--- src/rtl/nsa_pkg.sv ---
// Shared constants and FSM state type for the nibble-serial adder.
package nsa_pkg;

    localparam int unsigned NIB_W = 4;

    typedef enum logic [1:0] {IDLE, RUN, DONE} nsa_state_t;

endpackage

--- src/rtl/cla4_slice.sv ---
// Combinational 4-bit carry-look-ahead adder slice.
module cla4_slice
    import nsa_pkg::*;
(
    input  logic [NIB_W-1:0] a,
    input  logic [NIB_W-1:0] b,
    input  logic             c_in,
    output logic [NIB_W-1:0] sum,
    output logic             c_out
);

    logic [NIB_W-1:0] g;
    logic [NIB_W-1:0] p;
    logic [NIB_W:0]   c;

    assign g = a & b;
    assign p = a ^ b;

    always_comb begin
        c    = '0;
        c[0] = c_in;
        for (int i = 0; i < int'(NIB_W); i++) begin
            c[i+1] = g[i] | (p[i] & c[i]);
        end
    end

    assign sum   = p ^ c[NIB_W-1:0];
    assign c_out = c[NIB_W];

endmodule

--- src/rtl/nibble_serial_adder.sv ---
// WIDTH-bit adder that processes one nibble per cycle through a single CLA slice.
// Optional signed-overflow output enabled by defining NSA_OVERFLOW_EN.
module nibble_serial_adder
    import nsa_pkg::*;
#(
    parameter int unsigned WIDTH = 16
) (
    input  logic             clk,
    input  logic             rst_n,
    input  logic             in_valid,
    output logic             in_ready,
    input  logic [WIDTH-1:0] a,
    input  logic [WIDTH-1:0] b,
    input  logic             c_in,
    output logic             out_valid,
    input  logic             out_ready,
    output logic [WIDTH-1:0] sum,
    output logic             c_out
`ifdef NSA_OVERFLOW_EN
    ,
    output logic             ovf
`endif
);

    localparam int unsigned NIBBLES = WIDTH / NIB_W;
    localparam int unsigned IDX_W   = (NIBBLES > 1) ? $clog2(NIBBLES) : 1;

    if ((WIDTH % NIB_W) != 0 || WIDTH < NIB_W) begin : g_width_check
        $error("nibble_serial_adder: WIDTH must be a multiple of 4 and >= 4");
    end

    nsa_state_t       state;
    logic [IDX_W-1:0] idx;
    logic             carry;
    logic [WIDTH-1:0] a_q;
    logic [WIDTH-1:0] b_q;
    logic [NIB_W-1:0] a_nib;
    logic [NIB_W-1:0] b_nib;
    logic [NIB_W-1:0] slice_sum;
    logic             slice_c;
    logic             last;
    logic             accept;

    assign in_ready = rst_n & ((state == IDLE) | ((state == DONE) & out_ready));
    assign accept   = in_valid & in_ready;
    assign last     = (idx == IDX_W'(NIBBLES - 1));

    // Select the current operand nibbles with constant part-selects.
    always_comb begin
        a_nib = '0;
        b_nib = '0;
        for (int i = 0; i < int'(NIBBLES); i++) begin
            if (idx == IDX_W'(i)) begin
                a_nib = a_q[i*NIB_W +: NIB_W];
                b_nib = b_q[i*NIB_W +: NIB_W];
            end
        end
    end

    cla4_slice u_slice (
        .a     (a_nib),
        .b     (b_nib),
        .c_in  (carry),
        .sum   (slice_sum),
        .c_out (slice_c)
    );

    always_ff @(posedge clk) begin
        if (!rst_n) begin
            state     <= IDLE;
            idx       <= '0;
            carry     <= 1'b0;
            sum       <= '0;
            c_out     <= 1'b0;
            out_valid <= 1'b0;
`ifdef NSA_OVERFLOW_EN
            ovf       <= 1'b0;
`endif
        end else begin
            case (state)
                IDLE: begin
                    if (accept) begin
                        a_q   <= a;
                        b_q   <= b;
                        carry <= c_in;
                        idx   <= '0;
                        state <= RUN;
                    end
                end
                RUN: begin
                    for (int i = 0; i < int'(NIBBLES); i++) begin
                        if (idx == IDX_W'(i)) begin
                            sum[i*NIB_W +: NIB_W] <= slice_sum;
                        end
                    end
                    carry <= slice_c;
                    if (last) begin
                        c_out     <= slice_c;
                        out_valid <= 1'b1;
`ifdef NSA_OVERFLOW_EN
                        ovf       <= (a_q[WIDTH-1] ~^ b_q[WIDTH-1])
                                   & (a_q[WIDTH-1] ^ slice_sum[NIB_W-1]);
`endif
                        state     <= DONE;
                    end else begin
                        idx <= idx + IDX_W'(1);
                    end
                end
                DONE: begin
                    // Result is held until the consumer takes it; back-to-back accept allowed.
                    if (out_ready) begin
                        out_valid <= 1'b0;
                        if (accept) begin
                            a_q   <= a;
                            b_q   <= b;
                            carry <= c_in;
                            idx   <= '0;
                            state <= RUN;
                        end else begin
                            state <= IDLE;
                        end
                    end
                end
                default: state <= IDLE;
            endcase
        end
    end

endmodule

--- config.mk ---
export PLATFORM = sky130hd
export DESIGN_NAME = nibble_serial_adder
export DESIGN_NICKNAME = d
export VERILOG_FILES = /design/src/rtl/nsa_pkg.sv /design/src/rtl/cla4_slice.sv /design/src/rtl/nibble_serial_adder.sv
export SDC_FILE = /design/constraint.sdc
export NUM_CORES = 1
export LEC_CHECK = 0
export ABC_AREA = 1
export CORE_AREA = 2 2 75 77
export CTS_CLUSTER_DIAMETER = 30
export CTS_CLUSTER_SIZE = 30
export DETAILED_ROUTE_END_ITERATION = 8
export DIE_AREA = 0 0 77 79
export HOLD_SLACK_MARGIN = 0.1
export PLACE_DENSITY = 0.84
export SYNTH_ARGS = -nofsm -noshare
export SYNTH_HDL_FRONTEND = slang
export SYNTH_SLANG_ARGS = --single-unit
--- constraint.sdc ---
create_clock -name clk -period 3.4 [get_ports clk]
set_input_delay 0.34 -clock clk [delete_from_list [all_inputs] [get_ports clk]]
set_output_delay 0.34 -clock clk [all_outputs]
set_load 0.02 [all_outputs]
# --- Word-level counts from Yosys, hierarchy flattened ---
# Index checks and enable logic that the tools add are counted.
word_totals:
  regBits: 55
  out_inout_bits: 19
op_classes:
  addsub: 1
  n_eq_ne: 9
  n_mux: 29
  bitwise: 15
  reduce_logical: 14
op_table:
  columns: ["cell", "count"]
  rows:
  - ["$mux W16", 4]
  - ["$pmux W16 S2", 2]
  - ["$mux W4", 8]
  - ["$mux W2", 6]
  - ["$pmux W2 S3", 2]
  - ["$reduce_and A3 Y1", 4]
  - ["$reduce_and A2 Y1", 5]
  - ["$ne A2 B2 Y1 const B", 4]
  - ["$xor A4 B4 Y4", 2]
  - ["$and A1 B1 Y1", 7]
  - ["$eq A2 B2 Y1 const B", 3]
  - ["$mux W1", 5]
  - ["$or A1 B1 Y1", 5]
  - ["$and A4 B4 Y4", 1]
  - ["$eq A2 B1 Y1 const B", 2]
  - ["$logic_not A2 Y1", 2]
  - ["$reduce_bool A2 Y1", 2]
  - ["$pmux W1 S3", 1]
  - ["$reduce_bool A3 Y1", 1]
  - ["$add A2 B1 Y2 const B", 1]
  - ["$pmux W1 S2", 1]

# --- Longest topological paths before layout ---
# Gate-level depths: netlist of the first run.
logic_depth:
  word_depth: 15
  ltp_mapped: 16
  depth_no_buf: 14

# --- By module ---
# From an unflattened synthesis of the first run, not the netlist that was laid out.
unflattened:
  cells_unflattened: 232
  area_unflattened_um2: 2308.5
by_module_without_submodules:
  columns: ["mod", "n_inst", "cells_per_inst", "area_per_inst_um2", "seq_area_each_um2"]
  rows:
  - ["nibble_serial_adder", 1, 218, 2190.9, 1421.4]
  - ["cla4_slice", 1, 14, 117.6, 0.0]

# --- Worst setup path before layout of the first run ---
# Ideal clock, no wire load.
synth_path:
  path_type: "reg2reg"
  startpoint: "register idx[0]"
  endpoint: "register sum[3]"
  t_arrival_ps: 3145
  path_slack_ps: 185
  stages_incl_launch_ff: 15
  cell_sequence: "dfxtp_1 > inv_1 > ha_1 > buf_6 > inv_1 > buf_4 > nand2_1 > a31oi_1 > o21ai_0 > fa_1 > fa_1 > fa_1 > fa_1 > nand3_1 > a21oi_1"
synth_via:
  elab_chain_len: 13
synth_rtl:
  columns: ["element", "line_no", "rtl"]
  rows:
  - ["from (decl)", "nibble_serial_adder.sv:33", "logic [IDX_W-1:0] idx;"]
  - ["from (signal assigned)", "nibble_serial_adder.sv:106", "idx <= idx + IDX_W'(1);"]
  - ["$logic_not A2 Y1", "nibble_serial_adder.sv:53", "if (idx == IDX_W'(i)) begin"]
  - ["$mux W4 (4 in a row)", "nibble_serial_adder.sv:53", null]
  - ["$xor A4 B4 Y4", "cla4_slice.sv:17", "assign p = a ^ b;"]
  - ["$and A1 B1 Y1", "cla4_slice.sv:23", "c[i+1] = g[i] | (p[i] & c[i]);"]
  - ["$or A1 B1 Y1", "cla4_slice.sv:23", null]
  - ["$and A1 B1 Y1", "cla4_slice.sv:23", null]
  - ["$or A1 B1 Y1", "cla4_slice.sv:23", null]
  - ["$and A1 B1 Y1", "cla4_slice.sv:23", null]
  - ["$or A1 B1 Y1", "cla4_slice.sv:23", null]
  - ["$xor A4 B4 Y4 *", "cla4_slice.sv:27", "assign sum = p ^ c[NIB_W-1:0];"]
  - ["via slice_sum[3]", "nibble_serial_adder.sv:39", "logic [NIB_W-1:0] slice_sum;"]
  - ["to (signal, indexed assignment)", "nibble_serial_adder.sv:93", "sum[i*NIB_W +: NIB_W] <= slice_sum;"]
  - ["to (decl)", "nibble_serial_adder.sv:17", "output logic [WIDTH-1:0] sum,"]
# Mark *: on every way through the listed nets, which the timed path passes. The rest lies on a longest branch.
# A chain may end at the register's enable or synchronous reset.

# --- Worst setup path after layout of the first run ---
layout_path:
  startpoint: "register idx[1]"
  endpoint: "register sum[7]"
# The elaborated chain is that of the path after synthesis.

==> results of run 1 <==
==> worst register-to-register path, delay by kind of cell (launching register included) <==
family	cells	cell delay, ns
DFF	1	0.35
adders and majority gates	5	2.05
and+or+nand+nor	1	0.10
buffers and inverters	2	0.23
AOI/OAI and AO/OA	3	0.43
==> path summary, 6_finish.rpt <==
path                        start              endpoint  slack (ns)  cells past startpoint
max           idx[1]$_SDFFE_PN0P_   sum[7]$_SDFFE_PN0P_        0.17                     11
min          sum[12]$_SDFFE_PN0P_  sum[12]$_SDFFE_PN0P_        0.47                      2
max reg2reg   idx[1]$_SDFFE_PN0P_   sum[7]$_SDFFE_PN0P_        0.17                     11
min reg2reg  sum[12]$_SDFFE_PN0P_  sum[12]$_SDFFE_PN0P_        0.47                      2
==> per-layer routing <==
layer,up-vias,share of wire [%]
li1,861,-
met1,828,39
met2,59,53
met3,8,5.8
met4,0,1.6
met5,-,0
==> what timing repair did <==
action,in CTS,in global routing
endpoints found under the setup margin,0,5
buffers inserted,0,0
gates resized for setup,0,9
==> layout by cell type (no fill, tap or decap), drive strengths merged <==
master,n
nand3,20
nor2,9
o21ai,14
clkinv,2
ha,4
fa,4
nand3b,1
inv,11
clkbuf,5
dfxtp,23
edfxtp,32
a31oi,6
nand2,58
buf,7
clkdlybuf4s50,55
a21oi,26
clkinvlp,1
==> flip-flops by register name, summed over array words and instances, names as in the netlist <==
register,count
a_q,16
b_q,16
sum,16
idx,2
state,2
c_out,1
carry,1
out_valid,1
==> power by group through the flow <==
stage / combinational [W] / clock [W] / sequential [W]
2_1_floorplan: 0.000173 / 0 / 0.000775
3_3_place_gp: 0.000300 / 0 / 0.000767
3_5_place_dp: 0.000308 / 0 / 0.000768
4_1_cts: 0.000311 / 0.000363 / 0.000753
5_1_grt: 0.000351 / 0.000389 / 0.000756
6_report: 0.000324 / 0.000355 / 0.000753
==> through the flow <==
stage          total power [W]  cells  hold WS (ns)  setup slack [ns]
6_report              0.001432    350        0.4652            0.1696
5_1_grt               0.001496    350        0.4789         -0.008926
4_1_cts               0.001426    350        0.4661           0.01984
3_3_place_gp          0.001066    342        0.4522            0.1902
3_5_place_dp          0.001076    342        0.4532           0.03973
2_1_floorplan        0.0009486    218        0.4389            0.1846
==> cell type report <==
class,instances,area [sq um]
Clock buffer,5,68.82
Clock inverter,3,20.02
Timing Repair Buffer,62,603.1
Tap cell,72,90.09
Fill cell,483,2338
Inverter,11,41.29
Multi-Input combinational cell,142,753.2
Sequential cell,55,1423
==> kinds of logic (layout without fill, tap and decap cells) <==
| family | Yosys count | count (layout) |
|---|---|---|
| flops | 55 | 55 |
| buf+inv | 21 | 81 |
| simple gates | 88 | 88 |
| fa+ha+maj | 8 | 8 |
| compound gates | 46 | 46 |
==> impl_metrics.ini, run 1 <==
[synthesis]
ys_top_cells_by_count = nand2_1, edfxtp_1, a21oi_1, dfxtp_1, nand3_1
synth_edf_count = 32
synthCells = 218
synth_xor_area_share_pct = 0
synth-simple-area-share_pct = 16.24
synth_ff_type = edfxtp_1
synth_top_family_by_area = simple AND/OR/NAND/NOR gates
synthAdderAreaFrac_pct = 5.724
synth.distinct_cells = 23
synthArstFlopShare_pct = 0
synth-compound-area-share_pct = 10.62
synth_top_cell_by_area = edfxtp_1
syn_nets = 263
ys.warnings.count = 0
syn_area_sq_um = 2273
synth.most_common_cell = nand2_1
synth_area_per_cell_sq_um = 10.43
synthMuxAreaShare_pct = 0
synth_top_cell_area_share_pct = 42.27
ys_seq_area_share_pct = 62.52
ys_top_cells_by_area = edfxtp_1, dfxtp_1, nand2_1
ys_ff_latch = 55

[power]
p_sw_share_pct = 28.38
leakage_nw = 1.062
seqPwrFrac_pct = 52.6
ir_drop_v = 0.0003277
p_sw_w = 0.0004064
combPwrFrac_pct = 22.6
intPower_w = 0.001026
power_per_cell_area_nw_per_um2 = 477.5
clockPowerShare_pct = 24.8

[final_layout]
drive_above_1_share_pct = 9.353
antennaDiodeCount = 0
nets = 322
final_cell_area_sq_um = 2999
fin_util_pct = 56.19
area_growth_pct = 31.92

[timing]
fin_crit_sh_pct = 95.01
tightest_slew_ns = 0.6237
setup_violations = 0
final_max_slew_viol_count = 0
skew_ns = 0.01054
slew_headroom_pct = 58.38
finalCriticalPeriod_ns = 3.230
hold_viol = 0
tns_ns = 0
max_freq_mhz = 309.6

[clock_network]
numCtsBuffers = 5
cts_buffer_depth = 2
cts_max_level = 2
hold_buffers = 0
cts_tree = built
cts_root_buf = clkbuf_8
path_clk_slew_ns = 0.09
clock_latency_ns = 0.31
cts_sinks = 55

[worst_setup_path]
arrival_ns = 3.47
cp_cell_sequence = inv_1, ha_2, inv_1, a31oi_1, o21ai_1, fa_1, fa_1, fa_2, fa_2, nand3_1, a21oi_1
end_kind = flop
crit_buf_inv = 2
cp_top_family = adder cells
worstPathMaxFanout = 10
start_kind = flop
setup.worst_path.class = flop to flop
crit_slowest_cell = fa_2
required_ns = 3.63
crit_path_max_incr_delay_ns = 0.63

[routing]
wirelength_mm = 4.817
drt_first_iter_violations = 83
wire_per_inst_microns = 13.76
antenna_left = 0
drc = 0
via_per_inst = 5.017
drt_pass1_iterations = 4
num_vias = 1756

[placement]
place_area_sq_um = 2897
post-dp-hpwl_mm = 3.567
globalplace.congestion = 0.8447
portBuffers = 55

[floorplan]
coreArea_sq_um = 5338
fp.dieH_microns = 79
fp.dieArea_sq_um = 6083
rows = 27
initial_core_util_pct = 42.59
ios = 56
die_w_microns = 77

[global_route]
grt_pass1_wl_mm = 7.700
grt_max_degree = 33
use_met3_pct = 4.091
gr-max-usage-layer = met2
grtUsageTotal_pct = 16.19
use_met2_pct = 29.56
grt_antenna_before_repair = 0
grt_use_met1_pct = 18.64
grt_overflow = 0
grt_pass1_vias = 1707

[status]
outcome = finished clean

[job]
max_cap_violations = 0

[hold_path]
worstHoldPathType = flop to flop
Power figures use the tool's default switching activity.
==> inputs of run 2 (changes only) <==
SKIP_CTS_REPAIR_TIMING = 1   (was default)
==> results of run 2 <==
Final layout, timing and power as in run 1 (identical DEF).
